**src/rtl/regfile_sb_pkg.sv**
```systemverilog
// rtl/regfile_sb_pkg.sv - shared widths, constants and helpers for the register file
package regfile_sb_pkg;

  localparam int RegBus     = 32;
  localparam int RegAddrBus = 5;
  localparam int RegNum     = 32;

  typedef logic [RegBus-1:0]     word_t;
  typedef logic [RegAddrBus-1:0] raddr_t;

  localparam word_t  ZeroWord    = '0;
  localparam raddr_t NOPRegAddr  = '0;
  localparam logic   WriteEnable = 1'b1;
  localparam logic   ReadEnable  = 1'b1;
  localparam logic   RstEnable   = 1'b1;

  // True when the write-back in this cycle targets the register being read.
  function automatic logic wb_hit(input logic we, input raddr_t waddr, input raddr_t raddr);
    return (we == WriteEnable) && (waddr == raddr);
  endfunction

endpackage

```
**src/rtl/regfile_sb_if.sv**
```systemverilog
// rtl/regfile_sb_if.sv - write-back, decode read and load-issue bus of the register file
interface regfile_sb_if;
  import regfile_sb_pkg::*;

  logic   we;
  raddr_t waddr;
  word_t  wdata;
  logic   re1;
  raddr_t raddr1;
  word_t  rdata1;
  logic   re2;
  raddr_t raddr2;
  word_t  rdata2;
  logic   iss_load;
  raddr_t iss_wd;
  logic   flush;
  logic   stallreq;

  modport master (
    output we, waddr, wdata, re1, raddr1, re2, raddr2, iss_load, iss_wd, flush,
    input  rdata1, rdata2, stallreq
  );

  modport slave (
    input  we, waddr, wdata, re1, raddr1, re2, raddr2, iss_load, iss_wd, flush,
    output rdata1, rdata2, stallreq
  );

endinterface

```
**src/rtl/regfile_sb_scoreboard.sv**
```systemverilog
// rtl/regfile_sb_scoreboard.sv - load-pending bitmap and decode stall request
module reg_scoreboard
  import regfile_sb_pkg::*;
(
  input  logic   clk,
  input  logic   rst,
  input  logic   we_i,
  input  raddr_t waddr_i,
  input  logic   re1_i,
  input  raddr_t raddr1_i,
  input  logic   re2_i,
  input  raddr_t raddr2_i,
  input  logic   iss_load_i,
  input  raddr_t iss_wd_i,
  input  logic   flush_i,
  output logic   stallreq_o
);

  logic [RegNum-1:0] pending_q, pending_d;
  logic              stall1, stall2;

  // Clear before set: a load issued on the write-back edge owns the register again.
  always_comb begin
    pending_d = pending_q;
    if (flush_i) begin
      pending_d = '0;
    end else begin
      if (we_i == WriteEnable) pending_d[waddr_i] = 1'b0;
      if (iss_load_i && (iss_wd_i != NOPRegAddr)) pending_d[iss_wd_i] = 1'b1;
    end
    pending_d[0] = 1'b0;
  end

  always_ff @(posedge clk or posedge rst) begin
    if (rst) begin
      pending_q <= '0;
    end else begin
      pending_q <= pending_d;
    end
  end

  always_comb begin
    stall1 = (re1_i == ReadEnable) && (raddr1_i != NOPRegAddr) && pending_q[raddr1_i]
             && !wb_hit(we_i, waddr_i, raddr1_i);
    stall2 = (re2_i == ReadEnable) && (raddr2_i != NOPRegAddr) && pending_q[raddr2_i]
             && !wb_hit(we_i, waddr_i, raddr2_i);
    stallreq_o = (rst != RstEnable) && (stall1 || stall2);
  end

endmodule

```
**src/rtl/regfile_sb.sv**
```systemverilog
// rtl/regfile_sb.sv - 32x32 register file with write-back bypass and load-use scoreboard
module regfile_sb
  import regfile_sb_pkg::*;
(
  input  logic        clk,
  input  logic        rst,
  regfile_sb_if.slave bus
);

  word_t regs_q [RegNum];

  always_ff @(posedge clk or posedge rst) begin
    if (rst) begin
      for (int i = 0; i < RegNum; i++) regs_q[i] <= ZeroWord;
    end else if ((bus.we == WriteEnable) && (bus.waddr != NOPRegAddr)) begin
      regs_q[bus.waddr] <= bus.wdata;
    end
  end

  always_comb begin
    bus.rdata1 = ZeroWord;
    if (rst == RstEnable || bus.re1 != ReadEnable || bus.raddr1 == NOPRegAddr) begin
      bus.rdata1 = ZeroWord;
    end else if (wb_hit(bus.we, bus.waddr, bus.raddr1)) begin
      bus.rdata1 = bus.wdata;
    end else begin
      bus.rdata1 = regs_q[bus.raddr1];
    end
  end

  always_comb begin
    bus.rdata2 = ZeroWord;
    if (rst == RstEnable || bus.re2 != ReadEnable || bus.raddr2 == NOPRegAddr) begin
      bus.rdata2 = ZeroWord;
    end else if (wb_hit(bus.we, bus.waddr, bus.raddr2)) begin
      bus.rdata2 = bus.wdata;
    end else begin
      bus.rdata2 = regs_q[bus.raddr2];
    end
  end

  reg_scoreboard u_scoreboard (
    .clk        (clk),
    .rst        (rst),
    .we_i       (bus.we),
    .waddr_i    (bus.waddr),
    .re1_i      (bus.re1),
    .raddr1_i   (bus.raddr1),
    .re2_i      (bus.re2),
    .raddr2_i   (bus.raddr2),
    .iss_load_i (bus.iss_load),
    .iss_wd_i   (bus.iss_wd),
    .flush_i    (bus.flush),
    .stallreq_o (bus.stallreq)
  );

endmodule

```
**src/flat_wrapper.sv**
```systemverilog
// flat-port wrapper written by rule: the top's interface ports become plain ports
module regfile_sb_flat import regfile_sb_pkg::*;
  (clk, rst, bus_we, bus_waddr, bus_wdata, bus_re1, bus_raddr1, bus_re2, bus_raddr2, bus_iss_load, bus_iss_wd, bus_flush, bus_rdata1, bus_rdata2, bus_stallreq);
  regfile_sb_if bus_i ();
  input  logic clk;
  input  logic rst;
  input wire logic [$bits(bus_i.we)-1:0] bus_we;
  input wire logic [$bits(bus_i.waddr)-1:0] bus_waddr;
  input wire logic [$bits(bus_i.wdata)-1:0] bus_wdata;
  input wire logic [$bits(bus_i.re1)-1:0] bus_re1;
  input wire logic [$bits(bus_i.raddr1)-1:0] bus_raddr1;
  input wire logic [$bits(bus_i.re2)-1:0] bus_re2;
  input wire logic [$bits(bus_i.raddr2)-1:0] bus_raddr2;
  input wire logic [$bits(bus_i.iss_load)-1:0] bus_iss_load;
  input wire logic [$bits(bus_i.iss_wd)-1:0] bus_iss_wd;
  input wire logic [$bits(bus_i.flush)-1:0] bus_flush;
  output wire logic [$bits(bus_i.rdata1)-1:0] bus_rdata1;
  output wire logic [$bits(bus_i.rdata2)-1:0] bus_rdata2;
  output wire logic [$bits(bus_i.stallreq)-1:0] bus_stallreq;
  assign bus_i.we = bus_we;
  assign bus_i.waddr = bus_waddr;
  assign bus_i.wdata = bus_wdata;
  assign bus_i.re1 = bus_re1;
  assign bus_i.raddr1 = bus_raddr1;
  assign bus_i.re2 = bus_re2;
  assign bus_i.raddr2 = bus_raddr2;
  assign bus_i.iss_load = bus_iss_load;
  assign bus_i.iss_wd = bus_iss_wd;
  assign bus_i.flush = bus_flush;
  assign bus_rdata1 = bus_i.rdata1;
  assign bus_rdata2 = bus_i.rdata2;
  assign bus_stallreq = bus_i.stallreq;
  regfile_sb u_core (.clk(clk), .rst(rst), .bus(bus_i));
endmodule
```
**config.mk**
```make
export PLATFORM = sky130hd
export DESIGN_NAME = regfile_sb_flat
export DESIGN_NICKNAME = d
export VERILOG_FILES = /design/src/rtl/regfile_sb_pkg.sv /design/src/rtl/regfile_sb_if.sv /design/src/rtl/regfile_sb_scoreboard.sv /design/src/rtl/regfile_sb.sv /design/src/flat_wrapper.sv
export SDC_FILE = /design/constraint.sdc
export NUM_CORES = 2
export LEC_CHECK = 0
export BUFFER_PORTS_ARGS = -buffer_cell sky130_fd_sc_hd__buf_2
export CORE_MARGIN = 2
export CORE_UTILIZATION = 60
export CTS_CLUSTER_DIAMETER = 200
export DETAILED_ROUTE_END_ITERATION = 6
export HOLD_SLACK_MARGIN = 0.03
export PLACE_DENSITY_LB_ADDON = 0.1
export SETUP_SLACK_MARGIN = 0.5
export SLEW_MARGIN = 20
export SYNTH_ARGS = -nofsm -noshare
export SYNTH_HDL_FRONTEND = slang
export SYNTH_SLANG_ARGS = --single-unit
```
**constraint.sdc**
```tcl
create_clock -name clk -period 38.2 [get_ports clk]
set_input_delay 1.91 -clock clk [delete_from_list [all_inputs] [get_ports clk]]
set_output_delay 1.91 -clock clk [all_outputs]
set_load 0.03 [all_outputs]
```
==> metrics.txt <==
Setup TNS Final 0 ns; gr ovfl total 0; Initial Util between 60% and 70%; cells after synthesis roughly 3800; drt drc 0; class of the worst hold path register to register; Clock Sinks 1055; CTS resizes 0; Synth async-reset ratio 100%; Synth-to-Final Area Change 8.96%; cell taking the most area after synthesis dfrtp_1; post-DR vias/cell about 7.4; Fin Clk Skew 0 ns; CORE AREA 93300 um^2; VDD IR max 43.5 uV; clk_lat worst skew 0.70 ns; Netlist cell types 45; NumNets Final between 3000 and 4000; Critical Path Fanout Max 99; PwrDens between 50 and 60 nW/um^2; Post-DP HPWL 98400 um; fin crit share 20.1%; synthesized area 56500 um^2; Die ar. about 97000 um^2; final setup violation count 0; Pleak 26.9 nW; hold buffer count at CTS 0; Max Slew Vio Count 0; DR WL/cell 34.3 um; Rel. slew slack 22.4%; #FFs+latches synth around 1100; IO Count 124; clock buffer count from CTS 111; initial antenna violation count 1; Slew @ Worst Pin 1.16 ns; GR Util All Layers 36.1%; startpoint types primary input; fmax 0.130 GHz; status finished clean; CP endpoint kind output port; Clock Tree Buf Depth 3; Worst Path Required 36.29 ns; layout cell share with drive strength beyond 1 48.8%; Post-Route WL between 150000 and 200000 um; Synth top area share between 40% and 50%; commonest non-fill, non-tap cells in the layout 1055 x dfrtp_1, 945 x mux2_2, 462 x mux4_2; Via Count 37100; FF+latch area 26400 um^2; Syn Area/Cell 14.7 um^2; clock slew at reported path FFs about 0.06 ns; die height 311 um; Area contributors post-synth dfrtp_1 47%, mux2_2 19%, mux4_2 18%, mux2i_1 4.6%, clkbuf_1 1.8%; first-pass GRT wire length between 200000 and 300000 um; critical setup path kind primary input to output port; pin count of the biggest net entering global routing 100; remaining antenna violation count after routing 0; Clock Root Buffer clkbuf_16; syn nets 3895; final hold violations 0; detailed router's first-iteration violation count between 4000 and 5000; Final min period 7.68 ns; Post-DP Area around 58000 um^2; Port-buffer cells 123; Max H-tree Level 3; maxcap violations 0; TritonCTS clock tree done; Post-synth EDFFs 0; DRT Pass-1 Iters 6; synth warn 0; Cell Rows 112; vias in the first global route 39400; Die Wd between 300 and 400 um; post-route cell area 61600 um^2; Multi-input gate area 28400 um^2; Final Power 0.00325 W; Fillers 6569; unrepaired setup endpoints after global routing no; top_reg_cell synth dfrtp_1; reg-to-reg slack, setup 37.36 ns; gpl congestion 0.824; commonest non-fill, non-tap cell in the layout dfrtp_1; sequential fraction of the synthesis area 46.7%; post-CTS setup buffers 0; crit path DAT 5.77 ns
[metrics by stage]
| stage | worst slack [ns] | std cells | util, % | hold WS (ns) |
|---|---|---|---|---|
| floorplan | 6.56 | 3836 | - | 0.445 |
| global placement | 30.41 | 4844 | 61.8 | 0.381 |
| detailed placement | 30.43 | 4844 | 61.8 | 0.387 |
| CTS | 30.44 | 5048 | 66.0 | 0.401 |
| global route | 30.24 | 5049 | 66.0 | 0.414 |
| finish | 30.52 | 5050 | 66.0 | 0.401 |
[worst max-delay path, cell delays in order]
cell,delay (ns)
buf_8,0.45
buf_12,0.65
buf_4,0.78
mux4_2,0.61
mux4_2,0.47
nand2b_1,0.23
a32o_1,0.33
buf_2,0.17
[synth_stat cells (3+ instances only)]
library cell  number
nor2_1            42
nand2_1           69
nor2b_1            4
nand3b_1           6
clkbuf_1         273
a32o_1            32
and2_1             3
mux2_1            47
nand2b_1          34
o21ai_0           18
mux2_2           945
buf_1             55
dfrtp_1         1055
buf_2            101
a21oi_1           82
a22o_1            32
buf_4             14
o211ai_1          36
a22oi_1           79
nand3_1            3
and3b_1            4
buf_6              8
mux4_2           462
nor3b_1            9
o22ai_1           64
a221oi_1          64
xor2_1             8
mux2i_1          260
and3_1             5
[area by class of cell]
cell class	count	share of cell area, %
diodes	1	0.00406
clock inverters	46	0.892
inverters	3	0.0305
repair buffers	206	2.21
flip-flops and latches	1055	42.9
well taps	1254	2.55
clock buffers	158	5.35
multi-input cells	2327	46.1
[flip-flops by register name, indices dropped and copies added (netlist names)]
register,flops
u_core.regs_q,1024
u_core.u_scoreboard.pending_q,31
[path summary, 6_finish.rpt]
kind,startpoint,endpoint,cells past startpoint
min reg2reg,u_core.regs_q[1022],u_core.regs_q[1022],0
min in group asynchronous,rst,u_core.regs_q[328],2
max reg2reg,u_core.regs_q[246],u_core.regs_q[246],1
max,bus_raddr2[0],bus_rdata2[0],8
max in group asynchronous,rst,u_core.regs_q[629],8
min,u_core.regs_q[1022],u_core.regs_q[1022],0
[kinds of logic (layout without fill, tap and decap cells)]
logic type      count (synthesis)  after routing  synth area share [%]
mux                          1714           1714                  42.8
flops                        1055           1055                  46.7
buf+inv                       454            413                  3.44
compound gates                414            414                  5.28
simple gates                  189            189                  1.65
xor+xnor                       10             10                 0.155
other cells                     0              1                     0
[where the power goes]
part,total [W],internal [W],switching [W],leakage (nW)
Sequential,0.00148,0.00132,0.000158,13.6
Clock,0.00113,0.000666,0.000469,1.90
Combinational,0.000632,0.000373,0.000259,11.4
Total,0.00325,0.00236,0.000886,26.9
[layer usage]
metal,GRT usage (%),up-vias,share of wire (%)
met4,16.9,0,5.0
li1,-,14600,-
met5,0,-,0
met3,7.54,492,9.0
met2,56.2,2065,47
met1,49.1,19900,39
Note: power is estimated with default switching activity, not from simulation.
